### src/rtl/sll_iter_pkg.sv
// Shared constants and state encoding for the iterative 32-bit left shifter.
package sll_iter_pkg;

  localparam int WIDTH   = 32;
  localparam int SHAMT_W = 5;
  localparam int CNT_W   = 3;

  typedef enum logic [1:0] {
    ST_IDLE  = 2'd0,
    ST_SHIFT = 2'd1,
    ST_DONE  = 2'd2
  } state_e;

endpackage

### src/rtl/sll_iter_if.sv
// Start / result-ready handshake shared with the multiplier/divider units.
interface sll_iter_if;
  import sll_iter_pkg::*;

  logic               ctrl_shift;
  logic [WIDTH-1:0]   data_operand;
  logic [SHAMT_W-1:0] data_shamt;
  logic [WIDTH-1:0]   data_result;
  logic               data_exception;
  logic               data_resultRDY;
  logic               ctrl_busy;

  modport master (
    output ctrl_shift, data_operand, data_shamt,
    input  data_result, data_exception, data_resultRDY, ctrl_busy
  );

  modport slave (
    input  ctrl_shift, data_operand, data_shamt,
    output data_result, data_exception, data_resultRDY, ctrl_busy
  );

endinterface

### src/rtl/sll_iter_sl_stage.sv
// Conditional left shift by the constant N, reporting whether any 1-bit falls off the top.
module sl_stage
  import sll_iter_pkg::*;
#(
  parameter int N = 1
) (
  input  logic [WIDTH-1:0] in,
  input  logic             enable,
  output logic [WIDTH-1:0] out,
  output logic             lost
);

  assign out  = enable ? (in << N) : in;
  assign lost = enable & (|in[WIDTH-1 -: N]);

endmodule

### src/rtl/sll_iter.sv
// Multicycle logical left shifter: one power-of-two stage per cycle, LSB of shamt first.
//
// state    | meaning
// ST_IDLE  | waiting for ctrl_shift; outputs hold the last result
// ST_SHIFT | applying stage cnt_q (shift by 2^cnt_q if shamt bit set)
// ST_DONE  | result valid for one cycle; may accept the next operation
module sll_iter
  import sll_iter_pkg::*;
(
  input  logic       clock,
  input  logic       reset,
  sll_iter_if.slave  bus
);

  state_e             state_q, state_d;
  logic [CNT_W-1:0]   cnt_q, cnt_d;
  logic [WIDTH-1:0]   work_q, work_d;
  logic [SHAMT_W-1:0] shamt_q, shamt_d;
  logic               exc_q, exc_d;

  logic [WIDTH-1:0]   stg_out [SHAMT_W];
  logic [SHAMT_W-1:0] stg_lost;
  logic [WIDTH-1:0]   sel_out;
  logic               sel_lost;

  for (genvar g = 0; g < SHAMT_W; g++) begin : g_stage
    sl_stage #(.N(1 << g)) u_stage (
      .in     (work_q),
      .enable (shamt_q[g]),
      .out    (stg_out[g]),
      .lost   (stg_lost[g])
    );
  end

  always_comb begin
    sel_out  = work_q;
    sel_lost = 1'b0;
    for (int i = 0; i < SHAMT_W; i++) begin
      if (cnt_q == CNT_W'(i)) begin
        sel_out  = stg_out[i];
        sel_lost = stg_lost[i];
      end
    end
  end

  always_comb begin
    state_d = state_q;
    cnt_d   = cnt_q;
    work_d  = work_q;
    shamt_d = shamt_q;
    exc_d   = exc_q;
    case (state_q)
      ST_IDLE, ST_DONE: begin
        state_d = ST_IDLE;
        if (bus.ctrl_shift) begin
          work_d  = bus.data_operand;
          shamt_d = bus.data_shamt;
          exc_d   = 1'b0;
          cnt_d   = '0;
          state_d = ST_SHIFT;
        end
      end
      ST_SHIFT: begin
        work_d = sel_out;
        exc_d  = exc_q | sel_lost;
        cnt_d  = cnt_q + CNT_W'(1);
        if (cnt_q == CNT_W'(SHAMT_W - 1)) state_d = ST_DONE;
      end
      default: state_d = ST_IDLE;
    endcase
  end

  always_ff @(posedge clock or negedge reset) begin
    if (!reset) begin
      state_q <= ST_IDLE;
      cnt_q   <= '0;
      work_q  <= '0;
      shamt_q <= '0;
      exc_q   <= 1'b0;
    end else begin
      state_q <= state_d;
      cnt_q   <= cnt_d;
      work_q  <= work_d;
      shamt_q <= shamt_d;
      exc_q   <= exc_d;
    end
  end

  assign bus.data_result    = work_q;
  assign bus.data_exception = exc_q;
  assign bus.data_resultRDY = (state_q == ST_DONE);
  assign bus.ctrl_busy      = (state_q == ST_SHIFT);

endmodule

### src/flat_wrapper.sv
// flat-port wrapper written by rule: the top's interface ports become plain ports
module sll_iter_flat import sll_iter_pkg::*;
  (clock, reset, bus_ctrl_shift, bus_data_operand, bus_data_shamt, bus_data_result, bus_data_exception, bus_data_resultRDY, bus_ctrl_busy);
  sll_iter_if bus_i ();
  input  logic clock;
  input  logic reset;
  input wire logic [$bits(bus_i.ctrl_shift)-1:0] bus_ctrl_shift;
  input wire logic [$bits(bus_i.data_operand)-1:0] bus_data_operand;
  input wire logic [$bits(bus_i.data_shamt)-1:0] bus_data_shamt;
  output wire logic [$bits(bus_i.data_result)-1:0] bus_data_result;
  output wire logic [$bits(bus_i.data_exception)-1:0] bus_data_exception;
  output wire logic [$bits(bus_i.data_resultRDY)-1:0] bus_data_resultRDY;
  output wire logic [$bits(bus_i.ctrl_busy)-1:0] bus_ctrl_busy;
  assign bus_i.ctrl_shift = bus_ctrl_shift;
  assign bus_i.data_operand = bus_data_operand;
  assign bus_i.data_shamt = bus_data_shamt;
  assign bus_data_result = bus_i.data_result;
  assign bus_data_exception = bus_i.data_exception;
  assign bus_data_resultRDY = bus_i.data_resultRDY;
  assign bus_ctrl_busy = bus_i.ctrl_busy;
  sll_iter u_core (.clock(clock), .reset(reset), .bus(bus_i));
endmodule
### config.mk
export PLATFORM = sky130hd
export DESIGN_NAME = sll_iter_flat
export DESIGN_NICKNAME = d
export VERILOG_FILES = /design/src/rtl/sll_iter_pkg.sv /design/src/rtl/sll_iter_if.sv /design/src/rtl/sll_iter_sl_stage.sv /design/src/rtl/sll_iter.sv /design/src/flat_wrapper.sv
export SDC_FILE = /design/constraint.sdc
export NUM_CORES = 1
export LEC_CHECK = 0
export CAP_MARGIN = 20
export CORE_MARGIN = 2
export CORE_UTILIZATION = 45
export CTS_BUF_LIST = sky130_fd_sc_hd__clkbuf_4
export DETAILED_ROUTE_END_ITERATION = 8
export GPL_TIMING_DRIVEN = 0
export PLACE_DENSITY = 0.73
export RECOVER_POWER = 100
export SLEW_MARGIN = 20
export SYNTH_ARGS = -nofsm -noshare
export SYNTH_HDL_FRONTEND = slang
export SYNTH_SLANG_ARGS = --single-unit
### constraint.sdc
create_clock -name clock -period 3.14 [get_ports clock]
set_input_delay 0.628 -clock clock [delete_from_list [all_inputs] [get_ports clock]]
set_output_delay 0.628 -clock clock [all_outputs]
set_load 0.02 [all_outputs]
==> tab_implementation.tex <==
\begin{tabular}{lr}
\hline
Metric & Value \\
\hline
\multicolumn{2}{l}{\textbf{STA}} \\
Slew Limit Headroom & between 10\% and 20\% \\
Tightest Pin Transition & between 1 and 1.5 ns \\
Post-route fraction of the period consumed by the critical path & approximately 93\% \\
Final setup vio count & 0 \\
Setup Total Neg Slack & 0 ns \\
Fin. max-slew vios & 0 \\
Post-route worst setup slack & 0.2165 ns \\
Crit path time final & roughly 2.9 ns \\
Final worst clock skew & approximately 0.013 ns \\
Highest clock rate & roughly 340 MHz \\
Final hold violation count & 0 \\
Worst hold slack & $\sim$0.48 ns \\
RSZ-0062 raised after global routing & no \\
\multicolumn{2}{l}{\textbf{Placed design}} \\
DP Wirelength & between 9 and 10 mm \\
Setup WS pre-CTS & about 0.0044 ns \\
Routability-driven placement congestion ratio & a little over 1 \\
Quantity of I/O buffers inserted on ports & 74 \\
\multicolumn{2}{l}{\textbf{Floorplanning}} \\
Number of top-level pins & 75 \\
Cell Rows & 30 \\
Die height & 88.55 um \\
Width of the die & approximately 89 um \\
Effective utilization at floorplan & between 40\% and 50\% \\
Standard cell core area & a little under 0.007 mm\^{}2 \\
Area of the die & slightly below 0.008 mm\^{}2 \\
\multicolumn{2}{l}{\textbf{Synth}} \\
Post-synth EDFFs & 0 \\
Cells after Synth & 407 \\
Distinct cells, synth & 45 \\
FF+latch count, synth & 43 \\
Yosys warnings & 0 \\
Portion of the post-synthesis area used by sequential elements & 33.45\% \\
Primary flip-flop cell chosen by synthesis mapping & dfrtp\_1 \\
Cell area after technology mapping & between 0.003 and 0.004 mm\^{}2 \\
Net count of the mapped netlist & $\sim$450 \\
Syn\_area\_per\_cell & roughly 7.9 um\^{}2 \\
Post-synth ARST share & between 90\% and 100\% \\
\multicolumn{2}{l}{\textbf{Pwr}} \\
Pwr per Cell Area & around 1400 mW/mm\^{}2 \\
Static leakage power & 1.662 nW \\
Total Power Consumption & about 5.8 mW \\
Worst VDD drop & approximately 670 uV \\
\multicolumn{2}{l}{\textbf{Worst setup path}} \\
Required time reported for the critical path endpoint & 3.40 ns \\
Crit path launch type & register \\
Category of the critical setup timing path & reg -> reg \\
Logic depth of the worst register-to-register path & 9 \\
R2R Setup Slk & between 0.2 and 0.25 ns \\
Category of the worst setup path capture point & register \\
Critical path data arrival time & 3.18 ns \\
Worst reg2reg startpoint & u\_core.cnt\_q[2] \\
Worst R2R End & u\_core.bus.data\_result[24] \\
Worst Path Max Fanout & 10 \\
\multicolumn{2}{l}{\textbf{Detailed routing}} \\
Count of unresolved DRC violations after routing & 0 \\
First DRT Iteration DRCs & a little over 400 \\
Sum of routed wire length over all layers & roughly 13 mm \\
1st-pass router iterations & 6 \\
Antenna violation net count after detailed routing & 0 \\
Per-cell via count in the routed design & $\sim$6.3 \\
Number of vias after detailed routing & between 3000 and 4000 \\
WL/cell & 21.62 um \\
\multicolumn{2}{l}{\textbf{Clock tree}} \\
CTS Root Cell & clkbuf\_4 \\
Number of buffers inserted during clock tree synthesis & 5 \\
CTS tree & built \\
Clk Latency, worst-skew pair & $\sim$0.37 ns \\
Clock transition at the register clock pins on the worst setup and hold paths after CTS & $\sim$0.15 ns \\
Number of H-tree levels & 2 \\
Clock tree sinks & 43 \\
Number of hold-repair buffers added at the cts stage & 0 \\
Number of buffers between clock root and the deepest sink & 2 \\
\multicolumn{2}{l}{\textbf{Hold path}} \\
Class of the most critical hold timing path & in -> async \\
\multicolumn{2}{l}{\textbf{Global routing}} \\
Total Routing Usage GR & 33.88\% \\
Largest net degree at the start of global routing & 23 \\
Wire length of the first global-routing pass & approximately 20 mm \\
Number of global-route vias before repair & approximately 3600 \\
Antenna violations before repair & 0 \\
Residual overflow from global routing & 0 \\
\multicolumn{2}{l}{\textbf{Outcome}} \\
Result of the run & finished, final reports clean \\
\multicolumn{2}{l}{\textbf{Final layout}} \\
Util after Layout & between 60\% and 70\% \\
Area growth from synthesis to final layout & 29.40\% \\
Ant diodes & 0 \\
Number of nets in the layout & $\sim$530 \\
Layout cells sized above 1 & under 10\% \\
\multicolumn{2}{l}{\textbf{Job}} \\
Number of maximum-capacitance violations & 0 \\
\hline
\end{tabular}
[critical path, cell delays in order (launching register included)]
cell and delay [ns]:
dfrtp_1 0.40, buf_2 0.19, inv_1 0.15, clkbuf_2 0.29
ha_1 0.32, a21oi_1 0.12, a221oi_2 0.64, nor2_4 0.14
clkbuf_2 0.30, o32a_1 0.25
[layer usage]
metal / GRT usage (%) / part of all wire [%]
met1: 45.88 / 40
met4: 11.98 / 3.2
met5: 0 / 0
met3: 5.597 / 9.7
met2: 54.89 / 47
[stage by stage]
stage | std cells | cell area (um^2)
floorplan | 407 | 3217
global placement | 577 | 4078
detailed placement | 578 | 4100
CTS | 586 | 4207
global route | 586 | 4163
finish | 586 | 4163
[cell type report]
cell class | count | area [um^2]
tap | 96 | 120.1
sequential | 43 | 1076
multi-input combinational | 308 | 1889
clock buffer | 6 | 45.04
fill | 649 | 2706
clock inverter | 2 | 60.06
timing repair buffer | 75 | 738.2
buffer | 38 | 166.4
inverter | 18 | 67.56
[sequential cells by signal, indices dropped and copies added (netlist names)]
signal and count:
u_core.cnt_q 3, u_core.state_q 2, u_core.bus.data_result 32, u_core.shamt_q 5, u_core.bus.data_exception 1
[cell families after synthesis]
kind of cell	Yosys count	share of synthesized area, %
flip-flops	43	33.45
buffers and inverters	56	7.234
AO/OA/AOI/OAI	137	30.92
multiplexers	13	4.434
AND/OR/NAND/NOR	153	22.01
adder cells (fa/ha/maj)	5	1.945
[where the power goes]
group	total [mW]	internal (mW)	switching [mW]	leakage, nW
logic	3.96	1.62	2.34	1.09
registers	1.38	0.856	0.522	0.515
clock network	0.463	0.257	0.205	0.0559
[Yosys cell counts, types with 4 or more instances]
cell type | count | area, um^2
o32ai_1 | 7 | 61.31
nor2_1 | 47 | 176.4
a21oi_1 | 41 | 205.2
inv_1 | 18 | 67.56
o21ai_0 | 19 | 95.09
nor3b_1 | 10 | 75.07
o221ai_1 | 4 | 35.03
a211oi_1 | 11 | 82.58
buf_2 | 6 | 30.03
a221oi_1 | 11 | 96.34
clkbuf_1 | 28 | 105.1
nand2b_1 | 6 | 37.54
mux2i_1 | 9 | 90.09
o32a_1 | 16 | 160.2
nor3_1 | 14 | 70.07
ha_1 | 5 | 62.56
dfrtp_1 | 43 | 1076
a2111oi_0 | 5 | 43.79
nand2_1 | 56 | 210.2
o22a_1 | 8 | 70.07
nor2b_1 | 10 | 62.56
[what timing repair did]
item                       4_1_cts  5_1_grt
setup endpoints to repair        2       22
resized for setup                1        4
setup buffers                    0        0
[cells in the final DEF, fill, tap and decap left out, types with 9 or more instances in the layout]
cell	instances
nor2_1	47
dfrtp_1	43
a21oi_1	41
nor2b_1	10
o21ai_0	19
inv_1	18
nor3b_1	10
a211oi_1	11
clkbuf_1	27
dlygate4sd3_1	36
nor3_1	14
o32a_1	16
mux2i_1	9
clkdlybuf4s50_1	37
nand2_1	56
a221oi_1	11
[worst max-delay path by stage]
stage / depth (start not counted) / slack [ns] / end / from
2_1_floorplan: 10 / 0.76 / u_core.bus.data_result[17] / u_core.cnt_q[2]
3_3_place_gp: 9 / 0.01 / u_core.bus.data_result[18] / u_core.cnt_q[2]
3_5_place_dp: 9 / 0.004 / u_core.bus.data_result[28] / u_core.cnt_q[2]
4_1_cts: 9 / 0.02 / u_core.bus.data_result[21] / u_core.cnt_q[2]
5_1_grt: 9 / 0.08 / u_core.bus.data_result[23] / u_core.cnt_q[2]
6_report: 9 / 0.22 / u_core.bus.data_result[24] / u_core.cnt_q[2]
No activity file was read; power rests on OpenSTA's default activity.
